**src/rtl/wb_slave_mux_pkg.sv**
```systemverilog
// Shared types and constants for the Wishbone slave multiplexer.
package wb_slave_mux_pkg;

  localparam int unsigned WB_DW   = 32;
  localparam int unsigned WB_AW   = 32;
  localparam int unsigned DEC_MSB = 31;
  localparam int unsigned DEC_LSB = 24;

  localparam logic [WB_DW-1:0] ERR_DATA_DEFAULT = 32'hDEAD_BEEF;

  typedef enum logic [1:0] {
    IDLE = 2'd0,
    BUSY = 2'd1,
    RESP = 2'd2
  } state_e;

  function automatic int unsigned idx_width(input int unsigned n);
    return (n > 1) ? $clog2(n) : 1;
  endfunction

endpackage

```
**src/rtl/wb_slave_mux_dec.sv**
```systemverilog
// Combinational address decoder: upper address byte to one-hot slave select,
// lowest index wins when several bases match.
module wb_slave_mux_dec
  import wb_slave_mux_pkg::*;
#(
  parameter int unsigned                NUM_SLAVES = 2,
  parameter logic [NUM_SLAVES*8-1:0]    SLAVE_BASE = {8'h38, 8'h30},
  parameter int unsigned                IDXW       = idx_width(NUM_SLAVES)
) (
  input  logic [DEC_MSB-DEC_LSB:0] adr_byte_i,
  output logic [NUM_SLAVES-1:0]    sel_o,
  output logic [IDXW-1:0]          idx_o,
  output logic                     hit_o
);

  always_comb begin
    sel_o = '0;
    idx_o = '0;
    hit_o = 1'b0;
    for (int unsigned i = 0; i < NUM_SLAVES; i++) begin
      if (!hit_o && (adr_byte_i == SLAVE_BASE[i*8 +: 8])) begin
        hit_o    = 1'b1;
        idx_o    = IDXW'(i);
        sel_o[i] = 1'b1;
      end
    end
  end

endmodule

```
**src/rtl/wb_slave_mux.sv**
```systemverilog
// Wishbone classic 1-to-N slave multiplexer with registered decode/response.
// Define WB_SLAVE_MUX_TIMEOUT_EN to enable the hung-slave timeout counter.
module wb_slave_mux
  import wb_slave_mux_pkg::*;
#(
  parameter int unsigned             NUM_SLAVES = 2,
  parameter logic [NUM_SLAVES*8-1:0] SLAVE_BASE = {8'h38, 8'h30},
  parameter int unsigned             TIMEOUT    = 255,
  parameter logic [WB_DW-1:0]        ERR_DATA   = ERR_DATA_DEFAULT
) (
  input  logic                        wb_clk_i,
  input  logic                        wb_rst_n_i,
  input  logic                        wbs_cyc_i,
  input  logic                        wbs_stb_i,
  input  logic                        wbs_we_i,
  input  logic [3:0]                  wbs_sel_i,
  input  logic [WB_AW-1:0]            wbs_adr_i,
  input  logic [WB_DW-1:0]            wbs_dat_i,
  output logic                        wbs_ack_o,
  output logic [WB_DW-1:0]            wbs_dat_o,
  output logic                        s_cyc_o,
  output logic [NUM_SLAVES-1:0]       s_stb_o,
  output logic                        s_we_o,
  output logic [3:0]                  s_sel_o,
  output logic [WB_AW-1:0]            s_adr_o,
  output logic [WB_DW-1:0]            s_dat_o,
  input  logic [NUM_SLAVES-1:0]       s_ack_i,
  input  logic [NUM_SLAVES*WB_DW-1:0] s_dat_i,
  output logic                        err_o,
  output logic                        busy_o
);

  localparam int unsigned IDXW = idx_width(NUM_SLAVES);

  state_e                  state_q, state_d;
  logic                    s_cyc_q, s_cyc_d;
  logic [NUM_SLAVES-1:0]   s_stb_q, s_stb_d;
  logic                    s_we_q, s_we_d;
  logic [3:0]              s_sel_q, s_sel_d;
  logic [WB_AW-1:0]        s_adr_q, s_adr_d;
  logic [WB_DW-1:0]        s_dat_q, s_dat_d;
  logic [IDXW-1:0]         idx_q, idx_d;
  logic                    ack_q, ack_d;
  logic                    err_q, err_d;
  logic [WB_DW-1:0]        rdat_q, rdat_d;

  logic [NUM_SLAVES-1:0]   dec_sel;
  logic [IDXW-1:0]         dec_idx;
  logic                    dec_hit;
  logic                    req;
  logic                    slv_ack;
  logic [WB_DW-1:0]        slv_dat;
  logic                    timeout;

  wb_slave_mux_dec #(
    .NUM_SLAVES (NUM_SLAVES),
    .SLAVE_BASE (SLAVE_BASE),
    .IDXW       (IDXW)
  ) u_dec (
    .adr_byte_i (wbs_adr_i[DEC_MSB:DEC_LSB]),
    .sel_o      (dec_sel),
    .idx_o      (dec_idx),
    .hit_o      (dec_hit)
  );

  assign req     = wbs_cyc_i & wbs_stb_i;
  // Only the latched slave's ack/data matter; other slaves are ignored.
  assign slv_ack = s_ack_i[idx_q];
  assign slv_dat = s_dat_i[WB_DW*idx_q +: WB_DW];

`ifdef WB_SLAVE_MUX_TIMEOUT_EN
  localparam logic [7:0] TIMEOUT_CNT = 8'(TIMEOUT);

  logic [7:0] cnt_q, cnt_d;

  always_comb begin
    cnt_d = '0;
    if (state_q == BUSY) begin
      cnt_d = cnt_q + 8'd1;
    end
  end

  // Fires on the TIMEOUT-th BUSY cycle without an ack.
  assign timeout = (state_q == BUSY) && ((cnt_q + 8'd1) == TIMEOUT_CNT);

  always_ff @(posedge wb_clk_i or negedge wb_rst_n_i) begin
    if (!wb_rst_n_i) begin
      cnt_q <= '0;
    end else begin
      cnt_q <= cnt_d;
    end
  end
`else
  logic unused_timeout;
  assign unused_timeout = ^8'(TIMEOUT);
  assign timeout        = 1'b0;
`endif

  always_comb begin
    state_d = state_q;
    s_cyc_d = s_cyc_q;
    s_stb_d = s_stb_q;
    s_we_d  = s_we_q;
    s_sel_d = s_sel_q;
    s_adr_d = s_adr_q;
    s_dat_d = s_dat_q;
    idx_d   = idx_q;
    ack_d   = 1'b0;
    err_d   = 1'b0;
    rdat_d  = rdat_q;
    case (state_q)
      IDLE: begin
        if (req) begin
          s_we_d  = wbs_we_i;
          s_sel_d = wbs_sel_i;
          s_adr_d = wbs_adr_i;
          s_dat_d = wbs_dat_i;
          idx_d   = dec_idx;
          if (dec_hit) begin
            state_d = BUSY;
            s_cyc_d = 1'b1;
            s_stb_d = dec_sel;
          end else begin
            state_d = RESP;
            ack_d   = 1'b1;
            err_d   = 1'b1;
            rdat_d  = ERR_DATA;
          end
        end
      end
      BUSY: begin
        if (!wbs_cyc_i) begin
          state_d = IDLE;
          s_cyc_d = 1'b0;
          s_stb_d = '0;
        end else if (slv_ack) begin
          state_d = RESP;
          s_cyc_d = 1'b0;
          s_stb_d = '0;
          ack_d   = 1'b1;
          rdat_d  = slv_dat;
        end else if (timeout) begin
          state_d = RESP;
          s_cyc_d = 1'b0;
          s_stb_d = '0;
          ack_d   = 1'b1;
          err_d   = 1'b1;
          rdat_d  = ERR_DATA;
        end
      end
      RESP: begin
        state_d = IDLE;
      end
      default: begin
        state_d = IDLE;
        s_cyc_d = 1'b0;
        s_stb_d = '0;
      end
    endcase
  end

  always_ff @(posedge wb_clk_i or negedge wb_rst_n_i) begin
    if (!wb_rst_n_i) begin
      state_q <= IDLE;
      s_cyc_q <= 1'b0;
      s_stb_q <= '0;
      s_we_q  <= 1'b0;
      s_sel_q <= '0;
      s_adr_q <= '0;
      s_dat_q <= '0;
      idx_q   <= '0;
      ack_q   <= 1'b0;
      err_q   <= 1'b0;
      rdat_q  <= '0;
    end else begin
      state_q <= state_d;
      s_cyc_q <= s_cyc_d;
      s_stb_q <= s_stb_d;
      s_we_q  <= s_we_d;
      s_sel_q <= s_sel_d;
      s_adr_q <= s_adr_d;
      s_dat_q <= s_dat_d;
      idx_q   <= idx_d;
      ack_q   <= ack_d;
      err_q   <= err_d;
      rdat_q  <= rdat_d;
    end
  end

  assign wbs_ack_o = ack_q;
  assign wbs_dat_o = rdat_q;
  assign err_o     = err_q;
  assign s_cyc_o   = s_cyc_q;
  assign s_stb_o   = s_stb_q;
  assign s_we_o    = s_we_q;
  assign s_sel_o   = s_sel_q;
  assign s_adr_o   = s_adr_q;
  assign s_dat_o   = s_dat_q;
  assign busy_o    = (state_q != IDLE);

endmodule

```
**config.mk**
```make
export PLATFORM = sky130hd
export DESIGN_NAME = wb_slave_mux
export DESIGN_NICKNAME = d
export VERILOG_FILES = /design/src/rtl/wb_slave_mux_pkg.sv /design/src/rtl/wb_slave_mux_dec.sv /design/src/rtl/wb_slave_mux.sv
export SDC_FILE = /design/constraint.sdc
export NUM_CORES = 1
export LEC_CHECK = 0
export CAP_MARGIN = 20
export CORE_ASPECT_RATIO = 0.8
export CORE_UTILIZATION = 36
export DETAILED_ROUTE_END_ITERATION = 7
export PLACE_DENSITY = 0.86
export SLEW_MARGIN = 20
export SYNTH_ARGS = -nofsm -noshare
export SYNTH_HDL_FRONTEND = slang
export SYNTH_SLANG_ARGS = --single-unit
```
**constraint.sdc**
```tcl
create_clock -name wb_clk_i -period 2 [get_ports wb_clk_i]
set_clock_uncertainty 0.05 [all_clocks]
set_input_delay 0.2 -clock wb_clk_i [delete_from_list [all_inputs] [get_ports wb_clk_i]]
set_output_delay 0.2 -clock wb_clk_i [all_outputs]
set_load 0.1 [all_outputs]
```
==> out/metrics.cfg, run 1 <==
[clock_network]
post_cts_resized=0
ctsLongestPathBuffers=2
clk_pin_slew_ns=0.07
cts_buffers=9
cts_hold_buf=1
root_buffer=clkbuf_16
htree_levels=3
insertion_delay_ns=0.33
post-cts-setup-buffer-count=0
clock_sinks=109
cts_tree=done

[setup_path]
slowest_delay_ns=0.43
crit_family=buffers and inverters
path_class=in2reg
cp_data_arrival_time_ns=2.09
crit_required_ns=2.16
cpMaxStageDelayCell=clkdlybuf4s50_1
crit_buf_inv=2
r2r_start=idx_q
startpoint_type=input port
path_max_fanout=34
startpoint=wbs_adr_i[25]
reg2reg_slack_ns=0.16
end_kind=flip-flop
crit_chain=clkdlybuf4s50_1, nor3_1, nand4_1, a32oi_4, buf_12, mux2_2

[logic_synthesis]
seq_area_frac_synth_pct=59.0
avgSynthCellArea_um2=9.91
yosysUniqueCellTypes=25
yosysWarnings=0
syn_nets=606
ys_ff_latch=109
netlist_area_um2=4630
syn_inst=467

[die]
die_w_um=129
start_util_pct=37.5
fp-row-count=36
ios=246
floorplan.die.height_um=103
core_area_um2=12300
die-area_um2=13300

[drt]
routed_via_density=4.48
drt_iter0_markers=113
wl_per_cell_um=14.0
vias=3978
ant_nets=0
wirelength_mm=12.5
drc=0
drt_pass1_iterations=4

[sta]
holdWs_ns=0.339
fin_ws_ns=0.0701
finalSetupViolCount=0
fin_crit_sh_pct=96.5
final-hold-violation-count=0
finalCriticalPeriod_ns=1.93
rsz0062_at_grt=no
worstMarginPinSlew_ns=0.616
fmax_ghz=0.518
slew_headroom_pct=58.9
slew_viol_final=0

[placed_design]
place_congestion=0.773
placed_cell_area_um2=7050
place_hpwl_mm=9.62
preCtsSetupSlack_ns=-0.259
io_buffers=245

[final_layout]
area_delta_synth_final_pct=59.1
nets=851
stdcell_area_um2=7360
antenna_cells=0
final_core_util_pct=59.7
drive_above_1_share_pct=23.8

[power]
clkPwrFrac_pct=25.2
p_sw_uw=2940
swShare_pct=41.8
pwr-share-comb_pct=38.5
power.density_nw_per_um2=956
vdd_drop_max_mv=0.581
seq_power_share_pct=36.3
p_int_uw=4100
power_uw=7040
power_leakage_uw=0.00342

[run]
cap_violations=0

[global_routing]
grt_util_all_layers_pct=18.6
grt-ovfl-total=0
grt_pass1_vias=3951
grt_max_degree=73
grt_pass1_wl_mm=19.3
antenna_found_initial=0

[worst_hold_path]
hold_path.startpoint=wbs_dat_i[3]
hold_class=in2reg

[outcome]
status=completed

sequential cells by signal, summed over array words and instances (netlist names):
register / flops
s_adr_o: 32
s_dat_o: 32
wbs_dat_o: 32
s_sel_o: 4
s_stb_o: 2
state_q: 2
err_o: 1
idx_q: 1
s_cyc_o: 1
s_we_o: 1
wbs_ack_o: 1
Yosys cell counts:
library cell	instances	share of area, %
nand2_1	234	19
dfrtp_1	109	59
mux2i_1	32	6.9
mux2_2	30	7.3
clkbuf_1	17	1.4
nor2_1	11	0.89
buf_2	4	0.43
buf_6	4	0.97
inv_1	4	0.32
mux2_1	3	0.73
nor2b_1	3	0.41
nand2b_1	2	0.27
o21ai_0	2	0.22
a21oi_1	1	0.11
a22oi_1	1	0.16
a32o_1	1	0.22
a32oi_4	1	0.59
and2_1	1	0.14
and4_1	1	0.19
buf_1	1	0.081
nand4_1	1	0.14
nor3_1	1	0.11
o21a_1	1	0.16
o2bb2ai_1	1	0.19
or2_2	1	0.14
cell usage in the layout (no fill, tap or decap), types with 2 or more instances in the layout:
master           instances
nor2b_1                  3
clkinv_4                 2
nand2b_1                 2
mux2_1                   3
clkdlybuf4s50_1        137
clkbuf_16                9
nor2_1                  11
nand2_1                233
clkbuf_1                 2
buf_4                  118
inv_1                    4
o21ai_0                  2
dfrtp_1                108
mux2_2                  30
mux2i_1                 32
buf_12                   4
per-layer routing:
layer	wire length, um	vias to the layer above	part of all wire (%)	GRT usage [%]
met5	0	-	0	0
met4	338	0	2.7	7.15
met3	751	26	6.0	4.58
met2	6330	141	51	33.7
met1	5040	1852	40	21.4
li1	-	1959	-	-
worst paths after layout:
check | end | cells after the start
min in group asynchronous | s_dat_o[1] | 2
max in group asynchronous | s_adr_o[12] | 3
min reg2reg | s_adr_o[29] | 2
min | s_dat_o[3] | 3
max | wbs_dat_o[2] | 6
max reg2reg | wbs_dat_o[2] | 4
worst min-delay path, cell delays in order:
cell and delay, ns:
clkdlybuf4s50_1 0.39, nand2_1 0.05, nand2_1 0.04
metrics by stage:
step | setup TNS (ns) | instances
after floorplan | 0 | 467
after global routing | 0 | 888
after detailed placement | -7.99 | 871
after CTS | 0 | 888
after global placement | -5.47 | 871
final | 0 | 888
power by group through the flow:
| stage | clock network, uW | registers (uW) | logic, uW |
|---|---|---|---|
| 2_1_floorplan | 0 | 4200 | 292 |
| 3_3_place_gp | 0 | 2580 | 2690 |
| 3_5_place_dp | 0 | 2590 | 2730 |
| 4_1_cts | 1820 | 2560 | 2730 |
| 5_1_grt | 1940 | 2580 | 2810 |
| 6_report | 1770 | 2560 | 2710 |
area by class of cell:
cell class                      instances  area [um^2]
Multi-Input combinational cell        328         1760
Inverter                                4         15.0
Tap cell                              171          214
Clock inverter                          4         56.3
Fill cell                            1050         4980
Sequential cell                       109         2730
Timing Repair Buffer                  260         2350
Clock buffer                           12          246
cells by family (layout without fill, tap and decap cells):
kind of cell | Yosys count | after routing | share of synthesized area [%]
buffers and inverters | 30 | 280 | 3.19
AND/OR/NAND/NOR | 255 | 255 | 21.3
AO/OA/AOI/OAI | 8 | 8 | 1.65
flip-flops | 109 | 109 | 59.0
multiplexers | 65 | 65 | 15.0
Power figures use the tool's default switching activity.
==> run 2, diff against run 1 <==
RECOVER_POWER = 100   (was not set)
==> run 2 against run 1 <==
Compared with the run above:
- first-iteration DRC count decreased by 12%
- combinational power decreased by 6%
- sequential cell count unchanged
- routed wire length decreased by 0.90%
- via count increased by 0.48%
- critical path type unchanged
- critical endpoint unchanged
- non-clock buffer count unchanged
- sequential share of layout area increased by 1.6 points
- power decreased by 2.3%
- worst setup slack got worse by 0.0062 ns
==> out/metrics.cfg, run 2 (same netlist as run 1, synthesis figures left out) <==
[clock_network]
clk_pin_slew_ns=0.07  ; about the same
cts_tree=done
cts_buffers=9  ; unchanged
ctsLongestPathBuffers=2  ; unchanged
insertion_delay_ns=0.33  ; about the same
root_buffer=clkbuf_16
htree_levels=3  ; unchanged
clock_sinks=109  ; unchanged
post-cts-setup-buffer-count=0  ; unchanged

[global_routing]
grt-ovfl-total=0  ; unchanged
grt_pass1_vias=3951  ; unchanged
grt_util_all_layers_pct=18.6  ; unchanged
antenna_found_initial=0  ; unchanged
grt_pass1_wl_mm=19.3  ; unchanged
grt_max_degree=73  ; unchanged

[setup_path]
worstRegToRegCells=4  ; unchanged
r2r_start=idx_q
crit_required_ns=2.16  ; about the same
end_kind=flip-flop
startpoint=wbs_adr_i[25]
cp_data_arrival_time_ns=2.10  ; about the same
reg2reg_slack_ns=0.17  ; about the same
path_class=in2reg
path_max_fanout=34  ; unchanged
startpoint_type=input port

[sta]
finalSetupViolCount=0  ; unchanged
fmax_ghz=0.517  ; -0.32%
fin_ws_ns=0.0640  ; -0.00615 ns
finalCriticalPeriod_ns=1.94  ; +0.00615 ns
worstMarginPinSlew_ns=1.16  ; +0.539 ns
slew_headroom_pct=23.0  ; -36 points
fin_crit_sh_pct=96.8  ; +0.31 points
slew_viol_final=0  ; unchanged
final-hold-violation-count=0  ; unchanged
rsz0062_at_grt=no

[placed_design]
io_buffers=245  ; unchanged
placed_cell_area_um2=7050  ; unchanged
place_hpwl_mm=9.62  ; unchanged
preCtsSetupSlack_ns=-0.259  ; unchanged
place_congestion=0.773  ; unchanged

[die]
fp-row-count=36  ; unchanged
start_util_pct=37.5  ; unchanged
floorplan.die.height_um=103  ; unchanged
core_area_um2=12300  ; unchanged
die-area_um2=13300  ; unchanged
ios=246  ; unchanged
die_w_um=129  ; unchanged

[final_layout]
area_delta_synth_final_pct=52.5
antenna_cells=0  ; unchanged
drive_above_1_share_pct=23.4  ; -0.42 points
nets=851  ; unchanged
final_core_util_pct=57.2  ; -2.5 points
layout_commonest_cell=nand2_1
final_cell_mix=nand2_1, clkdlybuf4s50_1, clkbuf_2, dfrtp_1, mux2i_1
stdcell_area_um2=7060  ; -4.2%

[drt]
met2_length_mm=6.32  ; -0.17%
ant_nets=0  ; unchanged
wirelength_mm=12.4  ; -0.90%
drt_iter0_markers=99  ; -12%
drc=0  ; unchanged
wl_per_cell_um=13.9  ; -0.90%
vias=3997  ; +0.48%
drt_pass1_iterations=4  ; unchanged
routed_via_density=4.50  ; +0.48%
top_layer_used=met4
wirelength_met1_mm=5.02  ; -0.30%
wl_met3_um=709  ; -5.6%

[worst_hold_path]
hold_class=in2reg
min_path_cells=3  ; unchanged
hold_path.startpoint=wbs_dat_i[3]

[power]
power_leakage_uw=0.00332  ; -2.7%
power.density_nw_per_um2=974  ; +1.9%
power_uw=6870  ; -2.3%
vdd_drop_max_mv=0.562  ; -3.3%

[run]
cap_violations=0  ; unchanged

[outcome]
status=completed

[run 2: changes by cell type in the layout (fill, tap and decap cells not counted), moves of 2 or more]
cell      change
clkbuf_1      +2
buf_12        -2
clkbuf_2    +111
buf_4       -113
[run 2: final cells by class]
cell class	count	area, um^2
Fill cell	1117	5290
Sequential cell	109	2730
Timing Repair Buffer	260	2040
Multi-Input combinational cell	328	1750
Clock buffer	12	246
Tap cell	171	214
Clock inverter	4	56.3
Inverter	4	15.0
[run 2: final timing paths]
check / end
min: s_dat_o[3]
max: wbs_dat_o[2]
max in group asynchronous: s_adr_o[12]
min reg2reg: s_adr_o[29]
max reg2reg: wbs_dat_o[2]
min in group asynchronous: s_dat_o[1]
[run 2: metal layers]
metal	up-vias	GRT usage, %
met5	-	0
met4	0	7.15
met3	21	4.58
met2	142	33.7
met1	1873	21.4
li1	1961	-
[run 2: stage by stage]
stage / hold WS (ns) / std cells / TNS (ns)
2_1_floorplan: -0.146 / 467 / 0
3_3_place_gp: 0.192 / 871 / -5.47
3_5_place_dp: 0.213 / 871 / -7.99
4_1_cts: 0.324 / 888 / 0
5_1_grt: 0.324 / 888 / 0
6_report: 0.341 / 888 / 0
[run 2: report_power, final]
group / internal (uW) / switching, uW
combinational: 507 / 2050
sequential: 2420 / 129
clock: 1020 / 751
[run 2: worst max-delay path, stage by stage]
cell	delay, ns
clkdlybuf4s50_1	0.43
nor3_1	0.26
nand4_1	0.30
a32oi_4	0.29
buf_12	0.24
mux2_2	0.36
[run 2: repair_timing]
item / CTS / global route
hold buffers: 1 / 0
hold endpoints to repair: 42 / 0
gates resized for setup: 0 / 0
==> run 3, diff against run 2 <==
CORE_MARGIN = 2   (was not set)
==> run 3 against run 2 <==
Compared with the run above:
- sequential share of layout area decreased by 0.19 points
- clock power about the same
- combinational power about the same
- highest routed layer unchanged
- critical endpoint is now wbs_dat_o[18]
- sequential cell count unchanged
- final cell count increased by 0.68%
- core utilization decreased by 1.3 points
- final area increased by 0.50%
==> out/metrics.cfg, run 3 (same netlist as run 1, synthesis figures left out) <==
[setup_path]
path_max_fanout=26  ; -24%
cp_data_arrival_time_ns=2.06  ; -0.04 ns
path_class=in2reg
worstRegToRegCells=4  ; unchanged
r2r_start=idx_q
r2r_end=wbs_dat_o[18]
startpoint_type=input port
crit_required_ns=2.19  ; +0.03 ns
reg2reg_slack_ns=0.20  ; +0.03 ns
end_kind=flip-flop

[clock_network]
clock_sinks=109  ; unchanged
root_buffer=clkbuf_16
post_cts_resized=0  ; unchanged
insertion_delay_ns=0.35  ; +0.02 ns
cts_buffers=9  ; unchanged
ctsLongestPathBuffers=2  ; unchanged
clk_pin_slew_ns=0.07  ; about the same
htree_levels=3  ; unchanged
cts_tree=done

[placed_design]
place_hpwl_mm=10.0  ; +4.2%
placed_cell_area_um2=7070  ; +0.32%
io_buffers=245  ; unchanged
place_congestion=0.778  ; +0.67%
preCtsSetupSlack_ns=-0.248  ; +0.0116 ns

[global_routing]
grt_util_all_layers_pct=19.3  ; +0.68 points
grt_pass1_vias=4189  ; +6.0%
antenna_found_initial=0  ; unchanged
grt_pass1_wl_mm=20.6  ; +7.0%
grt-ovfl-total=0  ; unchanged
grt_max_degree=73  ; unchanged

[sta]
fin_crit_sh_pct=93.7  ; -3.1 points
worstMarginPinSlew_ns=0.993  ; -0.162 ns
finalSetupViolCount=0  ; unchanged
slew_viol_final=0  ; unchanged
finalCriticalPeriod_ns=1.87  ; -0.0613 ns
fin_ws_ns=0.125  ; +0.0613 ns
rsz0062_at_grt=no
slew_headroom_pct=33.8  ; +11 points
final.setup.tns_ns=0  ; unchanged
final-hold-violation-count=0  ; unchanged
fmax_ghz=0.533  ; +3.3%

[drt]
drc=0  ; unchanged
drt_iter0_markers=162  ; +64%
ant_nets=0  ; unchanged
routed_via_density=4.58  ; +1.7%
drt_pass1_iterations=4  ; unchanged
wl_per_cell_um=14.6  ; +4.9%
wirelength_mm=13.0  ; +5.6%
vias=4094  ; +2.4%

[power]
p_sw_uw=2960  ; +1.1%
clkPwrFrac_pct=25.7  ; about the same
power.density_nw_per_um2=974  ; about the same
pwr-share-comb_pct=37.3  ; about the same
p_int_uw=3940  ; about the same
swShare_pct=42.9  ; +0.28 points
power_uw=6900  ; +0.42%
seq_power_share_pct=37.0  ; about the same
vdd_drop_max_mv=0.542  ; -3.5%
power_leakage_uw=0.00334  ; +0.38%

[die]
die_w_um=131  ; +1.6%
core_area_um2=12700  ; +2.8%
floorplan.die.height_um=105  ; +1.9%
start_util_pct=36.5  ; -1.0 points
fp-row-count=37  ; +2.8%
ios=246  ; unchanged
die-area_um2=13800  ; +3.5%

[worst_hold_path]
min_path_cells=3  ; unchanged
hold_class=in2reg
worstHoldEndpoint=s_dat_o[1]
hold_path.startpoint=wbs_dat_i[1]

[final_layout]
final_cell_mix=nand2_1, clkdlybuf4s50_1, clkbuf_2, dfrtp_1, mux2i_1
nets=853  ; +0.24%
antenna_cells=0  ; unchanged
layout_commonest_cell=nand2_1
drive_above_1_share_pct=23.8  ; +0.35 points
stdcell_area_um2=7090  ; +0.50%
area_delta_synth_final_pct=53.2

[outcome]
status=completed

[run]
cap_violations=0  ; unchanged

run 3: how the worst max path moves through the flow:
stage                   from             to  slack [ns]  cells after the start
2_1_floorplan          idx_q  wbs_dat_o[10]        0.13                      5
3_3_place_gp   wbs_adr_i[24]  wbs_dat_o[26]       -0.18                      7
3_5_place_dp   wbs_adr_i[24]  wbs_dat_o[18]       -0.25                      7
4_1_cts        wbs_adr_i[24]  wbs_dat_o[18]        0.12                      7
5_1_grt        wbs_adr_i[24]  wbs_dat_o[14]        0.05                      7
6_report       wbs_adr_i[24]  wbs_dat_o[18]        0.13                      7
run 3: final cells by class:
type / instances / area [um^2]
Clock buffer: 12 / 246
Clock inverter: 4 / 47.5
Fill cell: 1164 / 5590
Inverter: 4 / 15.0
Multi-Input combinational cell: 328 / 1760
Sequential cell: 109 / 2730
Tap cell: 175 / 219
Timing Repair Buffer: 262 / 2080
run 3: worst max-delay path, stage by stage:
cell             delay (ns)
clkdlybuf4s50_1        0.44
nor3_1                 0.20
clkbuf_1               0.17
nand4_1                0.19
a32oi_4                0.26
buf_12                 0.22
mux2_2                 0.35
run 3: power groups by stage:
stage | clock (uW) | sequential [uW] | combinational [uW]
floorplan | 0 | 4200 | 292
global placement | 0 | 2580 | 2700
detailed placement | 0 | 2590 | 2740
CTS | 1840 | 2560 | 2740
global route | 1910 | 2580 | 2680
finish | 1780 | 2550 | 2570
run 3: per-stage QoR:
| stage | hold slack [ns] | utilization [%] | std cells |
|---|---|---|---|
| 2_1_floorplan | -0.146 | - | 467 |
| 3_3_place_gp | 0.145 | 55.8 | 877 |
| 3_5_place_dp | 0.160 | 55.8 | 877 |
| 4_1_cts | 0.309 | 58.2 | 894 |
| 5_1_grt | 0.314 | 55.9 | 894 |
| 6_report | 0.320 | 55.9 | 894 |
run 3: per-layer routing:
layer | vias to the layer above | global-route usage, % | part of all wire [%]
met4 | 0 | 6.46 | 2.4
met3 | 24 | 6.90 | 6.9
met2 | 139 | 32.4 | 51
li1 | 1968 | - | -
met1 | 1963 | 22.9 | 40
met5 | - | 0 | 0
run 3: repair_timing:
| action | 4_1_cts | 5_1_grt |
|---|---|---|
| endpoints found under the hold margin | 35 | 0 |
| buffers inserted | 0 | 0 |
| endpoints found under the setup margin | 0 | 0 |
| hold buffers | 1 | 0 |
